File: src/rtl/cpu_reset_sequencer.sv
// cpu_reset_sequencer
//   Produces the synchronous active-high reset and the run window for the
//   pipelined mips core. The external asynchronous active-low reset is
//   synchronised on release, the core is held in reset for HOLD_CYCLES, then
//   a run window opens that counts executed cycles. The window closes on
//   halt_req or when the MAX_CYCLES budget runs out.
//
// Ports
//   clk          in   rising-edge clock
//   reset        in   asynchronous active-low external reset
//   soft_rst_req in   sync level, restart the core (re-enter HOLD)
//   halt_req     in   sync level, close the run window
//   cpu_reset    out  synchronous active-high reset to the core
//   run          out  high while the core executes (state RUN)
//   cycle_cnt    out  cycles spent in RUN since the last (soft) reset, saturating
//   timeout      out  sticky, run budget exhausted
//   state        out  IDLE=00 HOLD=01 RUN=10 HALT=11
module cpu_reset_sequencer #(
  parameter int SYNC_STAGES = 2,
  parameter int HOLD_CYCLES = 4,
  parameter int CNT_W       = 32,
  parameter int MAX_CYCLES  = 10000
) (
  input  logic             clk,
  input  logic             reset,
  input  logic             soft_rst_req,
  input  logic             halt_req,
  output logic             cpu_reset,
  output logic             run,
  output logic [CNT_W-1:0] cycle_cnt,
  output logic             timeout,
  output logic [1:0]       state
);

  typedef enum logic [1:0] {
    IDLE = 2'b00,
    HOLD = 2'b01,
    RUN  = 2'b10,
    HALT = 2'b11
  } state_t;

  localparam int HC_W = (HOLD_CYCLES > 1) ? $clog2(HOLD_CYCLES) : 1;
  localparam logic [HC_W-1:0]  HOLD_LAST = HC_W'(HOLD_CYCLES - 1);
  localparam logic [CNT_W-1:0] CNT_SAT   = '1;
  localparam logic [CNT_W-1:0] MAX_C     = CNT_W'(MAX_CYCLES);
  localparam logic [CNT_W-1:0] MAX_LAST  = CNT_W'(MAX_CYCLES - 1);
  localparam bit               TO_EN     = (MAX_CYCLES != 0);

  state_t                  st;
  logic [SYNC_STAGES-1:0]  sync_pipe;
  logic                    rst_sync;
  logic [HC_W-1:0]         hold_cnt;
  logic                    to_hit;
  logic                    soft_restart;

  assign state = st;

  // Release synchroniser: assertion is asynchronous, release ripples a 1
  // through the chain so the FSM only ever sees a clean, clock-aligned edge.
  always_ff @(posedge clk or negedge reset) begin
    if (!reset) sync_pipe <= '0;
    else        sync_pipe <= {sync_pipe[SYNC_STAGES-2:0], 1'b1};
  end

  assign rst_sync = sync_pipe[SYNC_STAGES-1];

  // Budget edge: this RUN edge would make the count reach MAX_CYCLES.
  assign to_hit = TO_EN && (cycle_cnt == MAX_LAST);

  // Soft restart is meaningless before the synchroniser has released.
  assign soft_restart = soft_rst_req && (st != IDLE);

  always_ff @(posedge clk or negedge reset) begin
    if (!reset) begin
      st        <= IDLE;
      hold_cnt  <= '0;
      cycle_cnt <= '0;
      timeout   <= 1'b0;
      cpu_reset <= 1'b1;
      run       <= 1'b0;
    end else if (soft_restart) begin
      st        <= HOLD;
      hold_cnt  <= '0;
      cycle_cnt <= '0;
      timeout   <= 1'b0;
      cpu_reset <= 1'b1;
      run       <= 1'b0;
    end else begin
      case (st)
        IDLE: begin
          if (rst_sync) begin
            st       <= HOLD;
            hold_cnt <= '0;
          end
        end
        HOLD: begin
          if (hold_cnt == HOLD_LAST) begin
            st        <= RUN;
            cycle_cnt <= '0;
            cpu_reset <= 1'b0;
            run       <= 1'b1;
          end else begin
            hold_cnt <= hold_cnt + 1'b1;
          end
        end
        RUN: begin
          // Budget expiry outranks halt only in what it records; both park.
          if (to_hit) begin
            st        <= HALT;
            cycle_cnt <= MAX_C;
            timeout   <= 1'b1;
            cpu_reset <= 1'b1;
            run       <= 1'b0;
          end else if (halt_req) begin
            st        <= HALT;
            cpu_reset <= 1'b1;
            run       <= 1'b0;
          end else if (cycle_cnt != CNT_SAT) begin
            cycle_cnt <= cycle_cnt + 1'b1;
          end
        end
        HALT: begin
          // Parked: everything frozen until soft restart or reset.
        end
        default: begin
          st        <= IDLE;
          cpu_reset <= 1'b1;
          run       <= 1'b0;
        end
      endcase
    end
  end

endmodule
File: config.mk
export PLATFORM = sky130hd
export DESIGN_NAME = cpu_reset_sequencer
export DESIGN_NICKNAME = d
export VERILOG_FILES = /design/src/rtl/cpu_reset_sequencer.sv
export SDC_FILE = /design/constraint.sdc
export NUM_CORES = 1
export LEC_CHECK = 0
export BUFFER_PORTS_ARGS = -buffer_cell sky130_fd_sc_hd__buf_2
export CAP_MARGIN = 10
export CORE_MARGIN = 2
export CORE_UTILIZATION = 55
export DETAILED_ROUTE_END_ITERATION = 16
export GPL_TIMING_DRIVEN = 0
export PLACE_DENSITY_LB_ADDON = 0.1
export SLEW_MARGIN = 20
export SYNTH_ARGS = -nofsm -noshare
export SYNTH_HDL_FRONTEND = slang
export SYNTH_SLANG_ARGS = --single-unit
export TNS_END_PERCENT = 20
File: constraint.sdc
create_clock -name clk -period 7.3 [get_ports clk]
set_input_delay 0.73 -clock clk [delete_from_list [all_inputs] [get_ports clk]]
set_output_delay 0.73 -clock clk [all_outputs]
set_load 0.02 [all_outputs]
==> results.sh, run 1 <==
export IMPL_synth_edf_count=0
export IMPL_wirelength_mm=7.43
export IMPL_drtPass1Iterations=5
export IMPL_crit_fanout=10
export IMPL_hold_depth=0
export IMPL_grt_pass1_wl_mm=11.9
export IMPL_async_reset_ff_frac=1.00
export IMPL_grt_ovfl_total=0
export IMPL_insertion_delay_ns=0.29
export IMPL_final_antenna_net_count=0
export IMPL_syn_avg_cell_area_sq_um=8.97
export IMPL_port_buffers=40
export IMPL_dp_hpwl_mm=5.18
export IMPL_synth_xor_area_share=0
export IMPL_ys_ff_latch=41
export IMPL_drive_gt1_frac=0.188
export IMPL_synth_top_area_cell="dfrtp_1"
export IMPL_cts_max_level=2
export IMPL_ys_types=51
export IMPL_slew_headroom=0.341
export IMPL_synthCells=298
export IMPL_drt_iter0_markers=339
export IMPL_tritoncts="done"
export IMPL_synth_commonest_cells="40 x dfrtp_1, 20 x nor2_1, 18 x inv_1, 18 x nand3_1, 16 x a211oi_1"
export IMPL_placed_area_sq_um=2950
export IMPL_hp_class="flop to flop"
export IMPL_rsz0062_at_grt="false"
export IMPL_ys_flop_type="dfrtp_1"
export IMPL_grt_max_degree=42
export IMPL_crit_type="flop to flop"
export IMPL_vias_per_cell=6.59
export IMPL_diodes=0
export IMPL_synth_top_family_by_area="simple AND/OR/NAND/NOR gates"
export IMPL_netlist_area_leader_share=0.374
export IMPL_area_delta_synth_final_pct=14.6
export IMPL_start_util=0.570
export IMPL_ys_warn_count=0
export IMPL_grt_total_usage=0.287
export IMPL_cts_setup_buffers=0
export IMPL_die_height_um=73.7
export IMPL_die_w_um=73.7
export IMPL_postCtsHoldBufs=0
export IMPL_timing_hold_violations_final=0
export IMPL_numClockSinks=41
export IMPL_yosysMostFrequentCell="dfrtp_1"
export IMPL_core_sq_um=4690
export IMPL_clk_path_buf_depth=2
export IMPL_cts_root_buf="clkbuf_8"
export IMPL_place_inst=392
export IMPL_drv_cap=0
export IMPL_setup_tns_ns=0
export IMPL_rows=25
export IMPL_period_needed_ns=2.99
export IMPL_critPathArrivalTime_ns=3.19
export IMPL_antenna_found_initial=0
export IMPL_die_area_sq_um=5440
export IMPL_drt_wirelength_per_cell_um=18.6
export IMPL_seq_area_frac_synth=0.384
export IMPL_netlist_top_cells_area="dfrtp_1 37%, a211oi_1 4.5%, nand4_1 3.5%"
export IMPL_ios=41
export IMPL_cp_start_kind="flop"
export IMPL_worstPathRequired_ns=7.50
export IMPL_stdcell_area_sq_um=3060
export IMPL_synth_mux_area_frac=0.0239
export IMPL_outcome="completed"
export IMPL_synth_compound_area_frac=0.221
export IMPL_drc_errors=0
export IMPL_end_kind="flop"
export IMPL_cts_repair_resized=0
export IMPL_r2r_cells=8
export IMPL_max_freq_mhz=335
export IMPL_syn_area_sq_um=2670
export IMPL_tightest_slew_ns=0.988
export IMPL_period_share=0.409
export IMPL_leakage_nw=1.33
export IMPL_cts_buffers=5
export IMPL_grt_pass1_vias=2408
export IMPL_setup_violations=0
export IMPL_finalNonFillerCells=400
export IMPL_skew_ns=0.00427
export IMPL_final_nets=355
export IMPL_place_gp_congestion=0.893
export IMPL_synthAdderAreaFrac=0.0281
export IMPL_syn_nets=308
export IMPL_vdd_drop_max_mv=0.215
export IMPL_maxSlewViolCount=0
export IMPL_via_count=2636
export IMPL_n_fill_cell=413
export IMPL_path_clk_slew_ns=0.08
export IMPL_p_per_area_nw_per_um2=265
export IMPL_yosys_area_share_simple=0.291
==> worst max-delay path, stage by stage, from the launching register on <==
cell,delay [ns]
dfrtp_1,0.43
ha_1,0.24
nand3_1,0.19
nor4_1,0.67
and4b_1,0.29
clkbuf_1,0.28
clkbuf_1,0.48
a211oi_1,0.08
o21ai_0,0.22
==> kinds of logic after synthesis <==
| logic type | Yosys count |
|---|---|
| AO/OA/AOI/OAI | 79 |
| adder cells (fa/ha/maj) | 6 |
| buffers and inverters | 35 |
| flip-flops | 41 |
| multiplexers | 6 |
| other | 1 |
| AND/OR/NAND/NOR | 130 |
==> area by class of cell <==
type | count | area, sq um | area share
clock inverter | 1 | 30.0 | 0.00980
timing repair buffer | 40 | 200 | 0.0653
clock buffer | 7 | 86.3 | 0.0282
inverter | 18 | 67.6 | 0.0220
multi-input combinational | 222 | 1520 | 0.495
buffer | 17 | 68.8 | 0.0225
tap | 54 | 67.6 | 0.0220
sequential | 41 | 1030 | 0.335
==> layer usage <==
layer	GRT usage	share of wire
met4	0.121	0.021
met1	0.406	0.45
met2	0.412	0.45
met5	0	0
met3	0.0768	0.080
==> final timing paths <==
kind,startpoint,to,slack [ns]
worst min-delay path,sync_pipe[0],sync_pipe[1],0.36
worst min register to register,sync_pipe[0],sync_pipe[1],0.36
max in group asynchronous,reset,state[0],6.17
worst max register to register,cycle_cnt[0],cycle_cnt[22],4.31
worst max-delay path,cycle_cnt[0],cycle_cnt[22],4.31
min in group asynchronous,reset,cycle_cnt[19],0.57
==> per-stage QoR <==
| stage | util | hold slack (ns) | worst slack [ns] | power, mW |
|---|---|---|---|---|
| 6_report | 0.653 | 0.355 | 4.31 | 0.811 |
| 5_1_grt | 0.653 | 0.363 | 4.08 | 0.867 |
| 2_1_floorplan | - | 0.331 | 4.79 | 0.527 |
| 3_3_place_gp | 0.627 | 0.332 | 4.38 | 0.613 |
| 4_1_cts | 0.653 | 0.359 | 4.36 | 0.811 |
| 3_5_place_dp | 0.628 | 0.340 | 4.38 | 0.621 |
==> sequential cells by signal, indices dropped and copies added, names as in the netlist <==
| signal | count |
|---|---|
| cycle_cnt | 32 |
| hold_cnt | 2 |
| cpu_reset | 1 |
| sync_pipe | 2 |
| run | 1 |
| timeout | 1 |
| state | 2 |
==> where the power goes <==
group,switching (mW),total (mW),internal (mW),leakage (nW)
logic,0.229,0.357,0.128,0.711
registers,0.0166,0.266,0.250,0.556
clock network,0.0767,0.188,0.112,0.0585
==> layout by cell type (no fill, tap or decap), drive strengths merged, types with 9 or more instances in the layout <==
master,count
a211oi,17
buf,44
clkbuf,20
dfrtp,40
inv,18
nand2,14
nand3,18
nand4,15
nor2,20
nor3,9
nor4,11
o21ai,10
or4,11
Note: power is estimated with default switching activity, not from simulation.
==> run 2, diff against run 1 <==
--- a/config.mk
+++ b/config.mk
@@ -5,10 +5,11 @@
 export SDC_FILE = /design/constraint.sdc
 export NUM_CORES = 1
 export LEC_CHECK = 0
+export ABC_AREA = 1
 export BUFFER_PORTS_ARGS = -buffer_cell sky130_fd_sc_hd__buf_2
 export CAP_MARGIN = 10
 export CORE_MARGIN = 2
-export CORE_UTILIZATION = 55
+export CORE_UTILIZATION = 53
 export DETAILED_ROUTE_END_ITERATION = 16
 export GPL_TIMING_DRIVEN = 0
 export PLACE_DENSITY_LB_ADDON = 0.1
==> constraint.sdc (replaced) <==
create_clock -name clk -period 2.7 [get_ports clk]
set_input_delay 0.27 -clock clk [delete_from_list [all_inputs] [get_ports clk]]
set_output_delay 0.27 -clock clk [all_outputs]
set_load 0.02 [all_outputs]
==> run 2 against run 1 <==
Sequential power rose to 2.7 times the previous value. Sequential share of layout area down 3.5 points. Combinational power rose to 2.6 times the previous value. Clock power rose to 2.8 times the previous value.
==> results.sh, run 2 <==
export IMPL_slew_headroom=0.398
export IMPL_vdd_drop_max_mv=0.593
export IMPL_die_height_um=79.4
export IMPL_die_area_sq_um=6300
export IMPL_ios=41
export IMPL_tritoncts="done"
export IMPL_netlist_top_cells_area="dfrtp_1 33%, nand2_1 23%, nor2_1 9.6%"
export IMPL_cts_repair_resized=0
export IMPL_r2r_slack_ns=0.47
export IMPL_numClockSinks=41
export IMPL_port_buffers=40
export IMPL_synth_top_area_cell="dfrtp_1"
export IMPL_placed_area_sq_um=3300
export IMPL_syn_avg_cell_area_sq_um=6.37
export IMPL_cts_root_buf="clkbuf_8"
export IMPL_period_share=0.827
export IMPL_core_sq_um=5510
export IMPL_start_util=0.547
export IMPL_maxSlewViolCount=0
export IMPL_hp_class="primary input to async pin"
export IMPL_largest_reg_flops=32
export IMPL_post_route_util=0.621
export IMPL_crit_fanout=10
export IMPL_worstPathRequired_ns=2.93
export IMPL_crit_type="flop to flop"
export IMPL_wirelength_mm=8.00
export IMPL_drv_cap=0
export IMPL_dp_hpwl_mm=6.20
export IMPL_stdcell_area_sq_um=3420
export IMPL_grt_pass1_vias=2747
export IMPL_max_freq_mhz=448
export IMPL_p_per_area_nw_per_um2=639
export IMPL_synth_commonest_cells="187 x nand2_1, 77 x nor2_1, 47 x inv_1"
export IMPL_hold_ws_ns=0.0875
export IMPL_grt_pass1_wl_mm=13.2
export IMPL_drt_wirelength_per_cell_um=13.5
export IMPL_place_gp_congestion=0.930
export IMPL_pre_cts_slack_ns=0.504
export IMPL_grt_total_usage=0.272
export IMPL_vias_per_cell=5.09
export IMPL_cp_start_kind="flop"
export IMPL_n_fill_cell=546
export IMPL_critPathArrivalTime_ns=2.47
export IMPL_tightest_slew_ns=0.903
export IMPL_antenna_found_initial=0
export IMPL_skew_ns=0.00362
export IMPL_postCtsHoldBufs=0
export IMPL_drc_errors=0
export IMPL_diodes=0
export IMPL_yosysMostFrequentCell="nand2_1"
export IMPL_seq_area_frac_synth=0.341
export IMPL_insertion_delay_ns=0.30
export IMPL_ys_types=30
export IMPL_drive_gt1_frac=0.146
export IMPL_rows=27
export IMPL_cts_setup_buffers=0
export IMPL_area_delta_synth_final_pct=13.5
export IMPL_ys_flop_type="dfrtp_1"
export IMPL_via_count=3019
export IMPL_largest_register="cycle_cnt"
export IMPL_rsz0062_at_grt="false"
export IMPL_grt_max_degree=42
export IMPL_final_nets=530
export IMPL_end_kind="flop"
export IMPL_syn_area_sq_um=3010
export IMPL_synth_edf_count=0
export IMPL_drtPass1Iterations=5
export IMPL_final_common_cell="nand2_1"
export IMPL_setup_violations=0
export IMPL_path_clk_slew_ns=0.08
export IMPL_die_w_um=79.4
export IMPL_drt_iter0_markers=174
export IMPL_period_needed_ns=2.23
export IMPL_grt_ovfl_total=0
export IMPL_final_antenna_net_count=0
export IMPL_async_reset_ff_frac=1.00
export IMPL_outcome="completed"
export IMPL_cts_buffers=5
export IMPL_setup_tns_ns=0
export IMPL_ys_warn_count=0
export IMPL_layout_common_cells="187 x nand2_1, 77 x nor2_1, 47 x inv_1, 41 x buf_2, 40 x dfrtp_1"
export IMPL_leakage_nw=1.70
export IMPL_timing_final_ws_setup_ns=0.467
export IMPL_cts_max_level=2
export IMPL_synthCells=473
export IMPL_ys_ff_latch=41
export IMPL_syn_nets=483
export IMPL_clk_path_buf_depth=2
export IMPL_netlist_area_leader_share=0.332
export IMPL_timing_hold_violations_final=0
-- run 2: area by class of cell --
type                            instances  area (sq um)  area share
Sequential cell                        41          1030       0.301
Clock buffer                            7          86.3      0.0253
Multi-Input combinational cell        375          1740       0.508
Tap cell                               72          90.1      0.0264
Buffer                                  8          65.1      0.0190
Inverter                               49           184      0.0538
Clock inverter                          1          30.0     0.00878
Timing Repair Buffer                   40           200      0.0586
-- run 2: stage by stage --
step,power (mW),instances
2_1_floorplan,1.41,473
3_3_place_gp,1.65,585
3_5_place_dp,1.67,585
4_1_cts,2.20,593
5_1_grt,2.33,593
6_report,2.18,593
-- run 2: where the power goes --
group	leakage (nW)	internal (mW)	switching, mW	total [mW]
logic	1.08	0.300	0.645	0.946
clock network	0.0585	0.302	0.226	0.528
registers	0.557	0.670	0.0398	0.710
total	1.70	1.27	0.911	2.18
-- run 2: cells by family (layout without fill, tap and decap cells) --
family | count (synthesis) | in the layout | synth area share
other | 1 | 1 | 0.00125
AND/OR/NAND/NOR | 326 | 326 | 0.463
AO/OA/AOI/OAI | 29 | 29 | 0.0490
buffers and inverters | 57 | 105 | 0.0827
adder cells (fa/ha/maj) | 6 | 6 | 0.0249
flip-flops | 41 | 41 | 0.341
XOR/XNOR | 13 | 13 | 0.0378
-- run 2: path summary, 6_finish.rpt --
path                              start             to  depth (start not counted)
setup / recovery               state[0]   cycle_cnt[2]                         13
hold / removal                    reset   cycle_cnt[9]                          1
setup reg to reg               state[0]   cycle_cnt[2]                         13
hold reg to reg            sync_pipe[0]   sync_pipe[1]                          0
max in group asynchronous         reset  cycle_cnt[26]                          1
min in group clk           soft_rst_req        timeout                          3
-- run 2: per-layer routing --
metal	share of wire	GRT usage	vias up
met5	0	0	-
li1	-	-	1549
met3	0.052	0.0317	17
met1	0.47	0.391	1362
met4	0.021	0.0914	0
met2	0.45	0.426	91
-- run 2: worst max-delay path, stage by stage, from the launching register on --
cell	delay, ns
dfrtp_1	0.44
inv_1	0.11
ha_1	0.17
inv_1	0.08
nand2_2	0.15
nand2_1	0.14
inv_2	0.21
nand2_1	0.08
nor2_1	0.15
nand3_2	0.13
nand3_4	0.18
buf_4	0.20
nand2_1	0.05
o21ai_1	0.08
==> run 3, diff against run 2 <==
--- a/config.mk
+++ b/config.mk
@@ -5,11 +5,11 @@
 export SDC_FILE = /design/constraint.sdc
 export NUM_CORES = 1
 export LEC_CHECK = 0
-export ABC_AREA = 1
+export ABC_AREA = 0
 export BUFFER_PORTS_ARGS = -buffer_cell sky130_fd_sc_hd__buf_2
 export CAP_MARGIN = 10
 export CORE_MARGIN = 2
-export CORE_UTILIZATION = 53
+export CORE_UTILIZATION = 51
 export DETAILED_ROUTE_END_ITERATION = 16
 export GPL_TIMING_DRIVEN = 0
 export PLACE_DENSITY_LB_ADDON = 0.1
==> constraint.sdc (replaced) <==
create_clock -name clk -period 2.01 [get_ports clk]
set_input_delay 0.201 -clock clk [delete_from_list [all_inputs] [get_ports clk]]
set_output_delay 0.201 -clock clk [all_outputs]
set_load 0.02 [all_outputs]
==> run 3 against run 2 <==
The flow now finishes with violations (setup timing). Wire length rose by 18%. Worst hold slack got worse by 0.056 ns. Sequential cell count did not move. Combinational power grew 95%. Clock power is essentially flat. Via count rose by 0.76%. First-iteration DRC count rose to 2.6 times the previous value. Total power rose by 53%. Maximum frequency fell by 6.7%. Core utilization grew 12 points. Global-route usage up 4.6 points. Critical path type unchanged. Largest cell class unchanged.
==> results.sh, run 3 (synthesis gave the netlist of run 1 again) <==
export IMPL_antenna_found_initial=0
export IMPL_rsz0062_at_grt="true"
export IMPL_end_kind="flop"
export IMPL_final_antenna_net_count=0
export IMPL_maxSlewViolCount=0
export IMPL_violations="setup timing"
export IMPL_slew_headroom=0.393
export IMPL_crit_chain="or4_4 > nor4_4 > buf_6 > buf_6 > a21o_1 > buf_6 > buf_8 > o211ai_1 > a22o_1"
export IMPL_cts_max_level=2
export IMPL_drv_cap=0
export IMPL_area_delta_synth_final_pct=41.5
export IMPL_setup_tns_ns=-10.47
export IMPL_crit_top_cell="buf_6"
export IMPL_drtPass1Iterations=5
export IMPL_largest_register="cycle_cnt"
export IMPL_grt_max_degree=42
export IMPL_ios=41
export IMPL_crit_family="simple AND/OR/NAND/NOR gates"
export IMPL_vias_per_cell=6.84
export IMPL_cp_start_kind="flop"
export IMPL_r2r_start="cycle_cnt[6]"
export IMPL_grt_pass1_vias=2916
export IMPL_leakage_nw=1.68
export IMPL_period_share=1.19
export IMPL_max_freq_mhz=418
export IMPL_largest_reg_flops=32
export IMPL_hold_ws_ns=0.0317
export IMPL_drt_iter0_markers=454
export IMPL_crit_fanout=7
export IMPL_pre_cts_slack_ns=-0.795
export IMPL_p_per_area_nw_per_um2=885
export IMPL_diodes=0
export IMPL_outcome="complete, but fails checks"
export IMPL_r2r_slack_ns=-0.38
export IMPL_skew_ns=0.00671
export IMPL_drive_gt1_frac=0.427
export IMPL_drc_errors=0
export IMPL_reg2reg_to="cycle_cnt[7]"
export IMPL_vdd_drop_max_mv=0.869
export IMPL_clk_path_buf_depth=2
export IMPL_grt_ovfl_total=0
export IMPL_worstPathRequired_ns=2.19
export IMPL_insertion_delay_ns=0.29
export IMPL_port_buffers=40
export IMPL_place_gp_congestion=0.877
export IMPL_die_height_um=76.4
export IMPL_die_area_sq_um=5840
export IMPL_r2r_cells=9
export IMPL_slowest_stage="or4_4"
export IMPL_drt_wirelength_per_cell_um=21.2
export IMPL_via_count=3042
export IMPL_hp_class="primary input to async pin"
export IMPL_die_w_um=76.4
export IMPL_dp_hpwl_mm=5.44
export IMPL_layout_common_cells="40 x buf_2, 26 x dfrtp_1, 24 x buf_4, 19 x nor2_1, 18 x inv_1"
export IMPL_start_util=0.527
export IMPL_core_sq_um=5070
export IMPL_tritoncts="done"
export IMPL_numClockSinks=41
export IMPL_final_common_cell="buf_2"
export IMPL_path_buf_inv=4
export IMPL_tightest_slew_ns=0.910
export IMPL_timing_final_ws_setup_ns=-0.382
export IMPL_rows=26
export IMPL_period_needed_ns=2.39
export IMPL_final_nets=384
export IMPL_setup_violations=36
export IMPL_path_clk_slew_ns=0.08
export IMPL_critPathMaxStageDelay_ns=0.55
export IMPL_critPathArrivalTime_ns=2.58
export IMPL_grt_total_usage=0.318
export IMPL_cts_root_buf="clkbuf_8"
export IMPL_cts_buffers=5
export IMPL_timing_hold_violations_final=0
export IMPL_wirelength_mm=9.42
export IMPL_grt_pass1_wl_mm=14.8
export IMPL_n_fill_cell=376
export IMPL_crit_type="flop to flop"
run 3: worst max-delay path by stage:
stage	from	endpoint	slack, ns	depth (start not counted)
finish	cycle_cnt[6]	cycle_cnt[7]	-0.38	9
global placement	state[1]	cycle_cnt[20]	-0.75	8
global route	cycle_cnt[6]	cycle_cnt[7]	-0.45	9
floorplan	cycle_cnt[6]	cycle_cnt[0]	-0.37	6
detailed placement	state[1]	cycle_cnt[20]	-0.80	8
CTS	cycle_cnt[29]	cycle_cnt[0]	-0.35	7
run 3: repair_timing:
action,in CTS,in global routing
hold buffers,0,0
setup endpoints to repair,36,36
gates resized for setup,80,17
cloned,2,1
pin swaps,26,16
setup buffers,19,12
run 3: where the power goes:
group	switching, mW	total [mW]	internal (mW)
clock network	0.282	0.529	0.247
registers	0.0696	0.981	0.911
logic	1.07	1.84	0.767
total	1.42	3.35	1.92
run 3: final cells by class:
class,instances,area (sq um),area share
tap,70,87.6,0.0232
inverter,18,67.6,0.0179
multi-input combinational,222,1850,0.489
sequential,41,1040,0.276
clock buffer,8,80.1,0.0212
buffer,12,97.6,0.0258
timing repair buffer,74,556,0.147
run 3: metal layers:
| layer | up-vias | global-route usage | share of wire |
|---|---|---|---|
| met2 | 212 | 0.506 | 0.46 |
| li1 | 1310 | - | - |
| met5 | - | 0 | 0 |
| met3 | 69 | 0.0616 | 0.083 |
| met1 | 1451 | 0.410 | 0.40 |
| met4 | 0 | 0.169 | 0.055 |
run 3: metrics by stage:
stage | power (mW) | std cells | utilization | area (sq um)
after detailed placement | 2.32 | 408 | 0.595 | 3020
final | 3.35 | 445 | 0.745 | 3780
after global routing | 3.52 | 445 | 0.745 | 3780
after floorplan | 1.96 | 298 | - | 2730
after CTS | 3.23 | 433 | 0.708 | 3590
after global placement | 2.28 | 408 | 0.594 | 3010
run 3: worst reg2reg max path: stages (launching register included):
cell and delay (ns):
dfrtp_2 0.44, or4_4 0.55, nor4_4 0.30, buf_6 0.16, buf_6 0.10, a21o_1 0.12
buf_6 0.15, buf_8 0.12, o211ai_1 0.09, a22o_1 0.26
